File: config.mk
export PLATFORM = sky130hd
export DESIGN_NAME = udsp_frame_sequencer_flat
export DESIGN_NICKNAME = d
export VERILOG_FILES = /design/src/rtl/udsp_frame_sequencer_if.sv /design/src/rtl/udsp_frame_sequencer.sv /design/src/flat_wrapper.sv
export SDC_FILE = /design/constraint.sdc
export NUM_CORES = 1
export LEC_CHECK = 0
export ABC_AREA = 0
export BUFFER_PORTS_ARGS = -buffer_cell sky130_fd_sc_hd__buf_2
export CAP_MARGIN = 20
export CORE_MARGIN = 4
export CORE_UTILIZATION = 42
export DETAILED_ROUTE_END_ITERATION = 8
export GPL_TIMING_DRIVEN = 0
export PLACE_DENSITY = 0.83
export SKIP_LAST_GASP = 1
export SYNTH_ARGS = -nofsm -noshare
export SYNTH_HDL_FRONTEND = slang
export SYNTH_SLANG_ARGS = --single-unit
export TNS_END_PERCENT = 1
File: constraint.sdc
create_clock -name clk -period 3.15 [get_ports clk]
set_input_delay 0.63 -clock clk [delete_from_list [all_inputs] [get_ports clk]]
set_output_delay 0.63 -clock clk [all_outputs]
set_load 0.1 [all_outputs]
File: src/rtl/udsp_frame_sequencer_if.sv
// Data-memory write-port bundle for the uDSP frame sequencer: core writeback,
// host parameter/coefficient writes and the muxed memory write port.
interface udsp_frame_sequencer_if #(
   parameter int unsigned DAW = 10,
   parameter int unsigned DWW = 36
);
   logic [DAW-1:0] core_addrW;
   logic [DWW-1:0] core_dataW;
   logic           core_writeEn;
   logic           host_req;
   logic [DAW-1:0] host_addr;
   logic [DWW-1:0] host_wdata;
   logic           host_gnt;
   logic [DAW-1:0] mem_addrW;
   logic [DWW-1:0] mem_dataW;
   logic           mem_we;

   // Sequencer side: consumes write requests, drives the memory port.
   modport slave (
      input  core_addrW, core_dataW, core_writeEn,
      input  host_req, host_addr, host_wdata,
      output host_gnt,
      output mem_addrW, mem_dataW, mem_we
   );

   // Core/host/memory side.
   modport master (
      output core_addrW, core_dataW, core_writeEn,
      output host_req, host_addr, host_wdata,
      input  host_gnt,
      input  mem_addrW, mem_dataW, mem_we
   );
endinterface

File: src/rtl/udsp_frame_sequencer.sv
// Per-sample controller for the uDSP core: starts one program pass per audio
// sample tick, times the pass plus pipeline drain, arbitrates the data-memory
// write port between core writeback and host writes, and counts overruns.
module udsp_frame_sequencer #(
   parameter int unsigned RUN_CYCLES   = 512,
   parameter int unsigned DRAIN_CYCLES = 2,
   parameter int unsigned DAW          = 10,
   parameter int unsigned DWW          = 36,
   parameter int unsigned OCW          = 8
) (
   input  logic                 clk,
   input  logic                 reset,
   input  logic                 run_en,
   input  logic                 sample_tick,
   output logic                 core_start,
   output logic                 busy,
   output logic                 frame_done,
   udsp_frame_sequencer_if.slave bus,
   output logic [OCW-1:0]       overrun_count,
   input  logic                 clr_overrun
);

   localparam int unsigned CW = 16;

   typedef enum logic [1:0] {
      IDLE,
      START,
      RUN,
      DRAIN
   } state_t;

   state_t         state_q, state_d;
   logic [CW-1:0]  cnt_q, cnt_d;
   logic           pending_q, pending_d;
   logic [OCW-1:0] ovr_q, ovr_d;
   logic           core_start_q, core_start_d;
   logic           busy_q, busy_d;
   logic           frame_done_q, frame_done_d;

   logic           go;
   logic           drop;
   logic           host_gnt_c;
   logic [DAW-1:0] mem_addr_c;
   logic [DWW-1:0] mem_data_c;
   logic           mem_we_c;

   // A pass is requested by a fresh tick or a tick latched during the last pass.
   assign go = run_en && (sample_tick || pending_q);

   // Next-state, pass timing, pending/overrun bookkeeping and registered outputs.
   always_comb begin
      state_d   = state_q;
      cnt_d     = cnt_q;
      pending_d = pending_q;
      ovr_d     = ovr_q;
      drop      = 1'b0;

      case (state_q)
         IDLE: begin
            if (go) begin
               state_d   = START;
               pending_d = 1'b0;
            end
         end
         START: begin
            state_d = RUN;
            cnt_d   = CW'(RUN_CYCLES - 1);
         end
         RUN: begin
            if (cnt_q == '0) begin
               state_d = DRAIN;
               cnt_d   = CW'(DRAIN_CYCLES - 1);
            end else begin
               cnt_d = cnt_q - CW'(1);
            end
         end
         DRAIN: begin
            if (cnt_q == '0) begin
               state_d = IDLE;
            end else begin
               cnt_d = cnt_q - CW'(1);
            end
         end
         default: state_d = IDLE;
      endcase

      // One tick may wait behind a running pass; any further tick is dropped.
      if ((state_q != IDLE) && run_en && sample_tick) begin
         if (!pending_q) begin
            pending_d = 1'b1;
         end else begin
            drop = 1'b1;
         end
      end

      if (clr_overrun) begin
         ovr_d = '0;
      end else if (drop && (ovr_q != '1)) begin
         ovr_d = ovr_q + OCW'(1);
      end

      // Outputs are decoded from the next state so they line up with the state flop.
      core_start_d = (state_d == START);
      busy_d       = (state_d != IDLE);
      frame_done_d = (state_d == DRAIN) && (cnt_d == '0);
   end

   // State and registered-output flops.
   always_ff @(posedge clk or posedge reset) begin
      if (reset) begin
         state_q      <= IDLE;
         cnt_q        <= '0;
         pending_q    <= 1'b0;
         ovr_q        <= '0;
         core_start_q <= 1'b0;
         busy_q       <= 1'b0;
         frame_done_q <= 1'b0;
      end else begin
         state_q      <= state_d;
         cnt_q        <= cnt_d;
         pending_q    <= pending_d;
         ovr_q        <= ovr_d;
         core_start_q <= core_start_d;
         busy_q       <= busy_d;
         frame_done_q <= frame_done_d;
      end
   end

   // Host grant and write-port mux; core writes only land during RUN/DRAIN.
   always_comb begin
      host_gnt_c = (state_q == IDLE) && bus.host_req && !go;
      mem_addr_c = bus.core_addrW;
      mem_data_c = bus.core_dataW;
      mem_we_c   = 1'b0;
      if (host_gnt_c) begin
         mem_addr_c = bus.host_addr;
         mem_data_c = bus.host_wdata;
         mem_we_c   = 1'b1;
      end else if ((state_q == RUN) || (state_q == DRAIN)) begin
         mem_we_c = bus.core_writeEn;
      end
   end

   assign bus.host_gnt   = host_gnt_c;
   assign bus.mem_addrW  = mem_addr_c;
   assign bus.mem_dataW  = mem_data_c;
   assign bus.mem_we     = mem_we_c;

   assign core_start     = core_start_q;
   assign busy           = busy_q;
   assign frame_done     = frame_done_q;
   assign overrun_count  = ovr_q;

endmodule

File: src/flat_wrapper.sv
// flat-port wrapper written by rule: the top's interface ports become plain ports
module udsp_frame_sequencer_flat 
#(
   parameter int unsigned RUN_CYCLES   = 512,
   parameter int unsigned DRAIN_CYCLES = 2,
   parameter int unsigned DAW          = 10,
   parameter int unsigned DWW          = 36,
   parameter int unsigned OCW          = 8
)
  (clk, reset, run_en, sample_tick, core_start, busy, frame_done, overrun_count, clr_overrun, bus_core_addrW, bus_core_dataW, bus_core_writeEn, bus_host_req, bus_host_addr, bus_host_wdata, bus_host_gnt, bus_mem_addrW, bus_mem_dataW, bus_mem_we);
  udsp_frame_sequencer_if #(.DAW(DAW), .DWW(DWW)) bus_i ();
  input  logic clk;
  input  logic reset;
  input  logic run_en;
  input  logic sample_tick;
  output logic core_start;
  output logic busy;
  output logic frame_done;
  output logic [OCW-1:0] overrun_count;
  input  logic clr_overrun;
  input wire logic [$bits(bus_i.core_addrW)-1:0] bus_core_addrW;
  input wire logic [$bits(bus_i.core_dataW)-1:0] bus_core_dataW;
  input wire logic [$bits(bus_i.core_writeEn)-1:0] bus_core_writeEn;
  input wire logic [$bits(bus_i.host_req)-1:0] bus_host_req;
  input wire logic [$bits(bus_i.host_addr)-1:0] bus_host_addr;
  input wire logic [$bits(bus_i.host_wdata)-1:0] bus_host_wdata;
  output wire logic [$bits(bus_i.host_gnt)-1:0] bus_host_gnt;
  output wire logic [$bits(bus_i.mem_addrW)-1:0] bus_mem_addrW;
  output wire logic [$bits(bus_i.mem_dataW)-1:0] bus_mem_dataW;
  output wire logic [$bits(bus_i.mem_we)-1:0] bus_mem_we;
  assign bus_i.core_addrW = bus_core_addrW;
  assign bus_i.core_dataW = bus_core_dataW;
  assign bus_i.core_writeEn = bus_core_writeEn;
  assign bus_i.host_req = bus_host_req;
  assign bus_i.host_addr = bus_host_addr;
  assign bus_i.host_wdata = bus_host_wdata;
  assign bus_host_gnt = bus_i.host_gnt;
  assign bus_mem_addrW = bus_i.mem_addrW;
  assign bus_mem_dataW = bus_i.mem_dataW;
  assign bus_mem_we = bus_i.mem_we;
  udsp_frame_sequencer #(.RUN_CYCLES(RUN_CYCLES), .DRAIN_CYCLES(DRAIN_CYCLES), .DAW(DAW), .DWW(DWW), .OCW(OCW)) u_core (.clk(clk), .reset(reset), .run_en(run_en), .sample_tick(sample_tick), .core_start(core_start), .busy(busy), .frame_done(frame_done), .bus(bus_i), .overrun_count(overrun_count), .clr_overrun(clr_overrun));
endmodule
Word-level counts from Yosys, hierarchy flattened

Cells that the tools add are included.
Widths: inputs -> output; s select.

Register bits: 30
Input port bits: 99
Output and inout bits: 59
Logic and storage cells: 50

Add/sub/neg operators: 2
Equality and inequality tests: 6
Muxes and demuxes: 19
Reductions and logical operators: 16

Operators with widths:

| cell                  | number |
|---|---|
| $pmux 16 s3           | 1 |
| $mux 36               | 1 |
| $logic_not 16->1      | 2 |
| $mux 16               | 2 |
| $mux 8                | 2 |
| $sub 16x1->16 const B | 1 |
| $mux 10               | 1 |
| $add 8x1->8 const B   | 1 |
| $mux 1                | 8 |
| $ne 8x8->1 const B    | 1 |
| $pmux 2 s4            | 1 |
| $logic_and 1x1->1     | 7 |
| $eq 2x2->1 const B    | 3 |
| $mux 2                | 3 |
| $reduce_bool 2->1     | 3 |
| $eq 2x1->1 const B    | 2 |
| $logic_not 2->1       | 1 |
| $logic_or 1x1->1      | 2 |
| $logic_not 1->1       | 1 |

Logic depth before layout (Yosys ltp)

Word-level depth: 7
Depth in mapped cells: 10

Worst setup path before layout

OpenSTA, ideal clock, no wires.

Path kind: input-to-output
Start point: input sample_tick
End point: output bus_mem_we
Arrival time: 2234 ps
Data required time: 2520 ps
Setup slack: 286 ps
Cell stages on the path: 5
Buffers on the path: 2
Cell sequence: o21ai_0 -> nand3_1 -> clkbuf_1 -> buf_1 -> nand2_1

Cells in the longest elaborated chain, start to end: 5

Ends and longest elaborated chain:

| element           | line                        | RTL |
|---|---|---|
| start, declared   | flat_wrapper.sv:15          | `input logic sample_tick;` |
| $logic_or 1x1->1  | udsp_frame_sequencer.sv:48  | `assign go = run_en && (sample_tick \|\| pending_q);` |
| $logic_and 1x1->1 | udsp_frame_sequencer.sv:48  |  |
| $logic_not 1->1   | udsp_frame_sequencer.sv:131 | `host_gnt_c = (state_q == IDLE) && bus.host_req && !go;` |
| $logic_and 1x1->1 | udsp_frame_sequencer.sv:131 |  |
| $mux 1            | udsp_frame_sequencer.sv:135 | `if (host_gnt_c) begin` |
| end, declared     | flat_wrapper.sv:30          | `output wire logic [$bits(bus_i.mem_we)-1:0] bus_mem_we;` |

Every way passes these cells.

Worst setup path in the final report

Start point: input sample_tick
End point: output bus_mem_dataW[13]

Cells in the longest elaborated chain, start to end: 5

Ends and longest elaborated chain:

| element           | line                        | RTL |
|---|---|---|
| $logic_or 1x1->1  | udsp_frame_sequencer.sv:48  |  |
| $logic_and 1x1->1 | udsp_frame_sequencer.sv:48  |  |
| $logic_not 1->1   | udsp_frame_sequencer.sv:131 |  |
| $logic_and 1x1->1 | udsp_frame_sequencer.sv:131 |  |
| $mux 36           | udsp_frame_sequencer.sv:135 |  |
| end, declared     | flat_wrapper.sv:29          | `output wire logic [$bits(bus_i.mem_dataW)-1:0] bus_mem_dataW;` |

Every way passes these cells.

==> results.toml <==
[clock_tree]
clk_latency_ps = 280
clk_pin_slew_worst_paths_ps = 60
numClockSinks = 30
htree_num_levels = 2
numCtsBuffers = 5
cts_max_path_buffers = 2
tritoncts = "done"
cts_setup_buffers = 0
cts_root_buffer = "clkbuf_8"

[setup_path]
cp-startpoint = "sample_tick"
start_kind = "input pin"
end_kind = "primary output"
cp.arrival_ps = 2430
worstPathRequired_ps = 2520
crit_type = "input pin to primary output"
crit_top_cell = "buf_2"
cp_cell_sequence = "buf_2 -> o21ai_0 -> nand3_1 -> clkbuf_1 -> mux2_2 -> buf_2"
critPathBufInv = 3
slowest_delay_ps = 440
cp_max_fo = 10
critical_path.slowest_cell = "buf_2"
reg2reg_from = "u_core.cnt_q[1]"
path_delay_family = "buffers and inverters"

[power_and_ir_drop]
p_per_area_nw_per_um2 = 466
p_leak_uw = 0.00170
ir_drop_mv = 0.203

[finish]
postLayoutCellArea_um2 = 3380
num_antenna_cells = 0
nets = 513
final_common_cell = "buf_2"
final-seq-area_um2 = 752
multi_input_area_um2 = 1490
area_delta_synth_final_pct = 43.8
nFillCells = 457
mostFrequentLayoutCells = "142 x buf_2, 46 x mux2_2, 29 x dfrtp_1"
layout-drive-gt1-share = 0.576

[detailed_routing]
route.detailed.drc = 0
detail_route.wl_per_cell_um = 18.6
top_layer_used = "met4"
firstDrtPassIters = 4
met2_length_mm = 4.55
via_per_inst = 5.49
drt-met1-wl_mm = 3.08
wl_mm = 8.93
drt_iter0_drc = 243
drtAntennaViolNets = 0
routed-via-count = 2637
dr_wl_met3_um = 884

[die]
std_cell_rows = 26
io_pins = 158
die_h_um = 82.8
core_um2 = 5270
fp.dieArea_um2 = 6860
dieWidth_um = 82.8
start_util = 0.446

[yosys]
yosysSeqAreaShare = 0.319
synth_top_cell_by_area = "dfrtp_1"
avgSynthCellArea_um2 = 9.52
synth_edf_count = 0
synth_area_um2 = 2350
synth_cells = 247
ys_warn_count = 0
ys_seq_elements = 30
synth_top_area_share = 0.319
ys_top_cells_by_area = "dfrtp_1 32%, mux2_2 22%, a21oi_1 3.2%"
synth_ff_type = "dfrtp_1"
async_flop_share = 1.00
synth_cell_types = 57
syn-num-nets = 350

[placed_design]
place_area_um2 = 3250
portBuffers = 156
gp_congestion = 0.961
hpwl_mm = 7.27
dp_slack_ps = -365

[sta]
maxSlewViolCount = 0
finClkSkew_ps = 4.65
final_hold_viol_count = 0
layout_setup_ws_ps = 86.0
max_freq_ghz = 0.326
worst_slew_pin_slew_ps = 647
finalSetupViolCount = 0
fin_crit_sh = 0.973
slew_headroom = 0.568
min_period_ps = 3060
rsz0062_at_grt = "yes"

[run_status]
outcome = "completed"

[global_routing]
grtUsageTotal = 0.245
grt_remaining_overflow = 0
grt_max_degree = 17
first_global_vias = 2588
grt_pass1_wl_mm = 13.3
antenna_found_initial = 0

[worst_hold_path]
hold_class = "input pin to asynchronous set/reset pin"

[job]
cap_viol_max_count = 0
==> area by class of cell <==
type | count | area share
inverter | 7 | 0.00777
sequential | 30 | 0.222
multi-input combinational | 193 | 0.441
buffer | 16 | 0.0285
tap | 70 | 0.0259
clock buffer | 7 | 0.0226
timing repair buffer | 157 | 0.252
==> worst reg2reg max path: stages, from the launching register on <==
cell and delay, ps:
dfrtp_1 410, inv_1 100, ha_1 170, nor4b_2 320, nand4_2 330, ha_1 410
nor2b_1 180, o211ai_1 140, a21oi_1 150, or4b_4 500, nor4b_4 230
==> synthesized netlist by cell type, types with 2 or more instances <==
cell	n
buf_6	3
nor2b_1	2
nor3_1	7
buf_1	3
nand4_1	3
nor2_1	19
a211oi_1	2
dfrtp_1	30
xnor2_1	2
or4_4	2
nand2_1	14
ha_1	4
a31oi_1	4
o31ai_1	2
o21ai_0	14
mux2_2	46
nor4_1	4
or2_2	2
and4_1	2
nand3_1	4
clkbuf_1	8
o22ai_1	2
xor2_1	4
or3_1	2
or4_1	4
nand2b_1	3
a21oi_1	15
buf_2	3
inv_1	7
o211ai_1	2
o2111ai_1	2
==> metrics by stage <==
step	instances	hold WS (ps)	util	total power [µW]	TNS, ps
global placement	473	529	0.611	1250	-3780
detailed placement	474	578	0.616	1270	-5420
floorplan	247	506	-	1090	0
global route	480	487	0.642	1660	-91.9
finish	480	425	0.642	1580	0
CTS	480	443	0.632	1570	-287
==> flip-flops by register name (all words and copies together) (netlist names) <==
signal and count:
u_core.cnt_q 16, u_core.overrun_count 8, u_core.state_q 2, u_core.busy 1
u_core.core_start 1, u_core.frame_done 1, u_core.pending_q 1
==> layer usage <==
metal  up-vias  global-route usage
met1      1220               0.282
li1       1252                   -
met3        23              0.0614
met5         -                   0
met4         0               0.117
met2       142               0.422
==> cells by family after synthesis <==
group / synth area share
AND/OR/NAND/NOR: 0.212
AO/OA/AOI/OAI: 0.151
multiplexers: 0.224
flip-flops: 0.319
buffers and inverters: 0.0495
XOR/XNOR: 0.0223
adder cells (fa/ha/maj): 0.0213
==> repair_timing <==
action / CTS / global route
hold buffers: 0 / 0
setup endpoints to repair: 49 / 23
resized for setup: 5 / 22
hold endpoints to repair: 0 / 0
==> power by group <==
group	internal (µW)	total, µW	leakage (µW)	switching [µW]
Combinational	254	760	0.00129	506
Clock	152	289	0.0000383	137
Sequential	447	528	0.000371	80.3
==> path summary, 6_finish.rpt <==
path	slack, ps	cells past startpoint	endpoint
worst min register to register	580	2	u_core.pending_q
worst max register to register	130	10	u_core.frame_done
min in group clk	580	2	u_core.pending_q
worst max-delay path	90	6	bus_mem_dataW[13]
worst min-delay path	430	2	u_core.overrun_count[1]
max in group asynchronous	2220	3	u_core.cnt_q[6]
Power figures use the tool's default switching activity.
